<file path="src/rtl/nrdiv_seq_ctrl.sv">
// Sequential unsigned non-restoring divider: N add/subtract iterations plus one remainder fix-up.
// Optional NRDIV_DBZ_FAST_EN: divide-by-zero short-circuits straight to DONE with o_dbz set.
module nrdiv_seq_ctrl #(
   parameter int N = 8,
   localparam int CNT_W = $clog2(N) + 1
) (
   input  logic         i_clk,
   input  logic         i_rst_n,
   input  logic         i_valid,
   output logic         o_ready,
   input  logic [N-1:0] i_dividend,
   input  logic [N-1:0] i_divisor,
   output logic         o_valid,
   input  logic         i_ready,
   output logic [N-1:0] o_quotient,
   output logic [N-1:0] o_remainder,
   output logic         o_dbz
);

   typedef enum logic [1:0] {IDLE, ITER, CORR, DONE} state_t;

   localparam logic [CNT_W-1:0] CNT_LAST = CNT_W'(N - 1);

   state_t           state_reg;
   logic [N:0]       p_reg;
   logic [N-1:0]     q_reg;
   logic [N-1:0]     d_reg;
   logic [CNT_W-1:0] cnt_reg;

   logic [N:0] d_ext;
   logic [N:0] p_shift;
   logic [N:0] p_step;
   logic [N:0] p_fix;

   // Sign of the old partial remainder picks subtract or add for this step.
   assign d_ext   = {1'b0, d_reg};
   assign p_shift = {p_reg[N-1:0], q_reg[N-1]};
   assign p_step  = p_reg[N] ? (p_shift + d_ext) : (p_shift - d_ext);
   assign p_fix   = p_reg[N] ? (p_reg + d_ext) : p_reg;

`ifdef NRDIV_DBZ_FAST_EN
   logic dbz_reg;
   assign o_dbz = dbz_reg;
`else
   assign o_dbz = 1'b0;
`endif

   always_ff @(posedge i_clk or negedge i_rst_n) begin
      if (!i_rst_n) begin
         state_reg   <= IDLE;
         p_reg       <= '0;
         q_reg       <= '0;
         d_reg       <= '0;
         cnt_reg     <= '0;
         o_ready     <= 1'b1;
         o_valid     <= 1'b0;
         o_quotient  <= '0;
         o_remainder <= '0;
`ifdef NRDIV_DBZ_FAST_EN
         dbz_reg     <= 1'b0;
`endif
      end else begin
         case (state_reg)
            IDLE: begin
               if (i_valid) begin
                  d_reg   <= i_divisor;
                  q_reg   <= i_dividend;
                  p_reg   <= '0;
                  cnt_reg <= '0;
                  o_ready <= 1'b0;
`ifdef NRDIV_DBZ_FAST_EN
                  if (i_divisor == '0) begin
                     state_reg   <= DONE;
                     o_valid     <= 1'b1;
                     o_quotient  <= '1;
                     o_remainder <= i_dividend;
                     dbz_reg     <= 1'b1;
                  end else begin
                     state_reg <= ITER;
                     dbz_reg   <= 1'b0;
                  end
`else
                  state_reg <= ITER;
`endif
               end
            end
            ITER: begin
               p_reg   <= p_step;
               q_reg   <= {q_reg[N-2:0], ~p_step[N]};
               cnt_reg <= cnt_reg + 1'b1;
               if (cnt_reg == CNT_LAST) begin
                  state_reg <= CORR;
               end
            end
            CORR: begin
               p_reg       <= p_fix;
               o_quotient  <= q_reg;
               o_remainder <= p_fix[N-1:0];
               o_valid     <= 1'b1;
               state_reg   <= DONE;
            end
            DONE: begin
               if (i_ready) begin
                  o_valid   <= 1'b0;
                  o_ready   <= 1'b1;
                  state_reg <= IDLE;
               end
            end
            default: state_reg <= IDLE;
         endcase
      end
   end

endmodule
</file>
<file path="config.mk">
export PLATFORM = sky130hd
export DESIGN_NAME = nrdiv_seq_ctrl
export DESIGN_NICKNAME = d
export VERILOG_FILES = /design/src/rtl/nrdiv_seq_ctrl.sv
export SDC_FILE = /design/constraint.sdc
export NUM_CORES = 1
export LEC_CHECK = 0
export CAP_MARGIN = 30
export CORE_MARGIN = 3
export CORE_UTILIZATION = 30
export DETAILED_ROUTE_END_ITERATION = 8
export PLACE_DENSITY_LB_ADDON = 0.25
export SYNTH_ARGS = -nofsm -noshare
export SYNTH_HDL_FRONTEND = slang
export SYNTH_SLANG_ARGS = --single-unit
</file>
<file path="constraint.sdc">
create_clock -name i_clk -period 4.7 [get_ports i_clk]
set_input_delay 0.705 -clock i_clk [delete_from_list [all_inputs] [get_ports i_clk]]
set_output_delay 0.705 -clock i_clk [all_outputs]
set_load 0.03 [all_outputs]
</file>
# [Yosys cells after proc, flatten, opt, wreduce, memory -nomap -nowiden]
# Cells that the tools add are included.
[word_totals] reg_bits=49 latchBits=0 ramBits=0 rom_bits=0 in_bits=20 out_inout_bits=19 wordCells=49 n_memories=0
[op_classes] n_addsub=4 n_mul=0 n_div=0 magnitude_cmp=0 eq_ne=7 n_shift=0 mux=17 n_bitwise=1 reduce_logical=11
[op_table] op="$mux 9" n=3
[op_table] op="$pmux 9 s3" n=1
[op_table] op="$add 9x8->9" n=2
[op_table] op="$pmux 8 s2" n=1
[op_table] op="$sub 9x8->9" n=1
[op_table] op="$mux 8" n=1
[op_table] op="$pmux 2 s4" n=1
[op_table] op="$pmux 4 s2" n=1
[op_table] op="$reduce_and 2->1" n=4
[op_table] op="$mux 2" n=3
[op_table] op="$ne 2x2->1 const B" n=3
[op_table] op="$reduce_and 3->1" n=2
[op_table] op="$reduce_bool 2->1" n=3
[op_table] op="$add 4x1->4 const B" n=1
[op_table] op="$eq 2x2->1 const B" n=2
[op_table] op="$eq 4x3->1 const B" n=1
[op_table] op="$mux 4" n=1
[op_table] op="$pmux 1 s2" n=2
[op_table] op="$mux 1" n=3
[op_table] op="$reduce_bool 3->1" n=1
[op_table] op="$eq 2x1->1 const B" n=1
[op_table] op="$logic_not 2->1" n=1
[op_table] op="$not 1->1" n=1

# [Logic depth before layout (Yosys ltp)]
[logic_depth] depth_word=4 ltp_mapped=10 ltp_nobuf=10

# [Worst setup path after synthesis]
# OpenSTA, ideal clock, no wires.
[synth_timing] kind="register -> register" from="register d_reg[4]" to="register q_reg[0]" arrival_ns=2.341 path_slack_ns=2.241 path_stages_with_launch=10 period_less_slack_ns=2.459 cell_sequence="dfrtp_1 > or3_1 > nor3_1 > nor2_1 > xor2_1 > ha_1 > a2111oi_0 > a21oi_1 > xnor2_1 > a21o_1"
[synth_between] elab_chain_cells=4
[synth_rtl] item="start, declared" line="27" source="logic [N-1:0] d_reg;"
[synth_rtl] item="start signal, assigned" line="66" source="d_reg <= i_divisor;"
[synth_rtl] item="$sub 9x8->9 / $add 9x8->9 (equally long branches)" line="38" source="assign p_step = p_reg[N] ? (p_shift + d_ext) : (p_shift - d_ext);"
[synth_rtl] item="$mux 9 *" line="38"
[synth_rtl] item="$not 1->1 *" line="89" source="q_reg <= {q_reg[N-2:0], ~p_step[N]};"
[synth_rtl] item="$pmux 8 s2 *" line="63" source="case (state_reg)"
[synth_rtl] item="end signal, assigned" line="67" source="q_reg <= i_dividend;"
[synth_rtl] item="end signal, assigned" line="89"
[synth_rtl] item="end, declared" line="26" source="logic [N-1:0] q_reg;"
# Mark *: on every way between the ends. The rest lies on a longest branch, timed or not.
# A chain may end at the register's enable or synchronous reset.

# [Final worst setup path]
[layout_timing] from="register d_reg[4]" to="register p_reg[8]"
[layout_between] elab_chain_cells=3
[layout_rtl] item="$add 9x8->9, or another cell as far along" line="39" source="assign p_fix = p_reg[N] ? (p_reg + d_ext) : p_reg;"
[layout_rtl] item="$mux 9 (on tied branches)" line="39, 38"
[layout_rtl] item="$pmux 9 s3 *" line="63"
[layout_rtl] item="end signal, assigned" line="88" source="p_reg <= p_step;"
[layout_rtl] item="end signal, assigned" line="96" source="p_reg <= p_fix;"
[layout_rtl] item="end, declared" line="25" source="logic [N:0] p_reg;"
# Marks and branches as above.

==> results.md <==
* DRT antenna net count at 0
* Die height at approximately 110 um
* Worst-margin pin slew at between 0.8 and 0.9 ns
* Fin worst setup slack at between 1.5 and 2 ns
* Synth Net Count at about 360
* Pin count of the biggest net entering global routing at 50
* Gate Count Post-Synth at about 320
* Clock root buffer: clkbuf_8
* Hold/Removal Path Class: primary input to asynchronous set/reset pin
* CP Launch Type: flop
* Slew Limit Headroom at 0.407
* Synthesized cell area at 3050 um2
* CTS tree: built
* Switching Share at 0.459
* Skew final at about 0.0082 ns
* Max reg flops at 9
* Layout area overhead at 19.9%
* First-pass GRT wire length at 12.0 mm
* Peak supply drop at around 0.00026 V
* Fmax at between 0.3 and 0.4 GHz
* Routed wire length at between 7 and 8 mm
* CP required at between 4 and 5 ns
* Initial core utilization at 0.311
* Reg clk slew, reported paths at around 0.10 ns
* Final worst path period share at 0.584
* Die W at between 100 and 150 um
* Post-CTS setup buffers at 0
* Worst-path maximum fanout at 6
* Setup violators final at 0
* Hold_buf cts at 0
* 1st-iter DRT viols at around 150
* CP endpoint kind: flop
* Avg WL per Cell at approximately 15 um
* GRT overflow at 0
* GRT Total Usage at 0.130
* Port bufs at 37
* Number of buffers created by CTS at 5
* Vias in the first global route at ~2400
* Post-DP HPWL at 5.12 mm
* Final layout net count at a little under 400
* Min Tclk post-route at 2.74 ns
* Hold_ws at ~0.5 ns
* Number of synthesized flops with an enable pin at 0
* Core ar. at ~9800 um2
* Via count at approximately 2400
* # DRC at 0
* Crit path kind: flop to flop
* Pins Over Slew Limit at 0
* IO Pins at 39
* Share of cells above drive strength 1 at 0.0966
* Logic pwr share at 0.602
* RSZ-0062 raised after global routing: false
* Syn Area/Cell at ~9.7 um2
* Primary FF master, synth: dfrtp_1
* Clk Latency, worst-skew pair at roughly 0.31 ns
* Initial antenna violation count at 0
* Cell variety after synth at 44
* Setup TNS Final at 0 ns
* # diodes at 0
* H-tree levels at 2
* Pre-CTS WS at between 1.5 and 2 ns
* CTS Sinks at a little under 50
* PwrDens at between 700 and 800 nW/um2
* Leak at 1.59 nW
* Post-CTS sizing at 0
* Internal at 1.45 mW
* Flop pwr share at 0.291
* Asr flop ratio synth at 1.00
* Pre-antenna DRT Iters at 4
* Final Hold Fails at 0
* Post-synthesis sequential area ratio at 0.402
* Final Wtd Congestion at just over 0.8
* Status: completed
* Yosys Warn Count at 0
* Yosys reg bits at 49
* CTS max path bufs at 2
* Worst Path Arrival at between 2 and 3 ns
* Number of max-cap violations at 0
* Rows at 36
* Die area at 11400 um2
* Vias per cell at between 4 and 5
* Sw power at 1.23 mW
* Tot Pwr at between 2 and 3 mW
* Clock Power Share at 0.108
[worst max-delay path, cell delays in order, from the launching register on]
cell       delay (ns)
dfrtp_1          0.42
or3_1            0.43
nor3_1           0.26
nor2_1           0.09
xor2_1           0.19
ha_1             0.36
a2111oi_0        0.42
a21oi_1          0.14
xnor2_1          0.21
o21ai_0          0.10
[layout make-up]
class	instances	area (um2)
Fill cell	1012	6160
Multi-Input combinational cell	241	1720
Sequential cell	49	1230
Timing Repair Buffer	40	388
Tap cell	133	166
Clock buffer	7	96.3
Inverter	14	52.6
Clock inverter	1	8.76
[power groups by stage]
stage	combinational, mW	sequential (mW)	clock, mW
3_3_place_gp	1.61	0.789	0
4_1_cts	1.63	0.784	0.298
3_5_place_dp	1.62	0.789	0
5_1_grt	1.81	0.812	0.310
2_1_floorplan	1.07	0.868	0
6_report	1.61	0.778	0.288
[kinds of logic after synthesis]
group	count (synthesis)	share of synthesized area
xor gates and xnor gates	14	0.0401
buffers and inverters	26	0.0344
other	1	0.00123
AOI/OAI and AO/OA	89	0.178
and+or+nand+nor	82	0.130
DFF	49	0.402
adders and majority gates	25	0.107
muxes	30	0.107
[worst paths after layout]
path                                            from                    endpoint  slack [ns]  cells past startpoint
setup / recovery                d_reg[4]$_DFFE_PN0P_        p_reg[8]$_DFFE_PN0P_        1.96                      9
hold / removal                               i_rst_n  o_remainder[6]$_DFFE_PN0P_        0.50                      2
setup reg to reg                d_reg[4]$_DFFE_PN0P_        p_reg[8]$_DFFE_PN0P_        1.96                      9
hold reg to reg            o_quotient[6]$_DFFE_PN0P_   o_quotient[6]$_DFFE_PN0P_        0.51                      1
max in group asynchronous                    i_rst_n        q_reg[7]$_DFFE_PN0P_        3.77                      2
min in group i_clk         o_quotient[6]$_DFFE_PN0P_   o_quotient[6]$_DFFE_PN0P_        0.51                      1
[layout by cell type, fill, tap and decap left out, types with 2 or more instances in the layout]
cell              n
nand4_1           2
a21oi_1          23
buf_4             3
dfrtp_1          48
nor3_1            8
xnor2_1           4
o221ai_1          3
nand2_1          26
fa_1              2
nand3_1           3
xor2_1           10
nor4b_1           2
o211ai_1          4
o21a_1            4
nor3b_1           2
a21o_1            6
or3_1             2
nand2b_1          6
inv_1            14
and3_1            2
clkdlybuf4s50_1  36
mux2_2           20
o21ai_0          29
nand3b_1          2
a31oi_1           2
nor2_1           20
a211oi_1          5
a211o_1           3
o21bai_1          3
clkbuf_8          7
mux2i_1          10
nor2b_1           6
ha_1             23
[per-layer routing]
| layer | track usage | up-vias | share of wire |
|---|---|---|---|
| li1 | - | 1194 | - |
| met5 | 0 | - | 0 |
| met2 | 0.215 | 54 | 0.48 |
| met1 | 0.176 | 1160 | 0.48 |
| met4 | 0.0320 | 0 | 0.0042 |
| met3 | 0.0259 | 4 | 0.038 |
[through the flow]
stage / area [um2] / util / cells
after floorplan: 3050 / - / 316
after CTS: 3660 / 0.373 / 485
after global routing: 3660 / 0.373 / 485
after detailed placement: 3560 / 0.362 / 477
after global placement: 3560 / 0.362 / 477
final: 3660 / 0.373 / 485
[cell usage after synthesis (all sizes together), types with 2 or more instances]
cell,n,area [um2]
mux2,20,225
a211oi,5,37.5
buf,5,26.3
fa,2,40.0
and3,2,12.5
a21oi,23,115
o21bai,3,22.5
nor2b,6,37.5
nand3,3,15.0
o21a,4,30.0
a31oi,2,12.5
o21ai,31,159
xnor2,4,35.0
dfrtp,48,1200
nor2,20,75.1
nor3b,2,15.0
inv,14,52.6
nor3,8,40.0
nand4,2,12.5
clkbuf,7,26.3
nor4b,2,17.5
or3,2,12.5
ha,23,288
o211ai,4,30.0
o221ai,3,26.3
nand2b,6,37.5
xor2,10,87.6
mux2i,10,100
a211o,3,26.3
nand2,26,97.6
a21o,6,45.0
nand3b,2,15.0
Note: power is estimated with default switching activity, not from simulation.
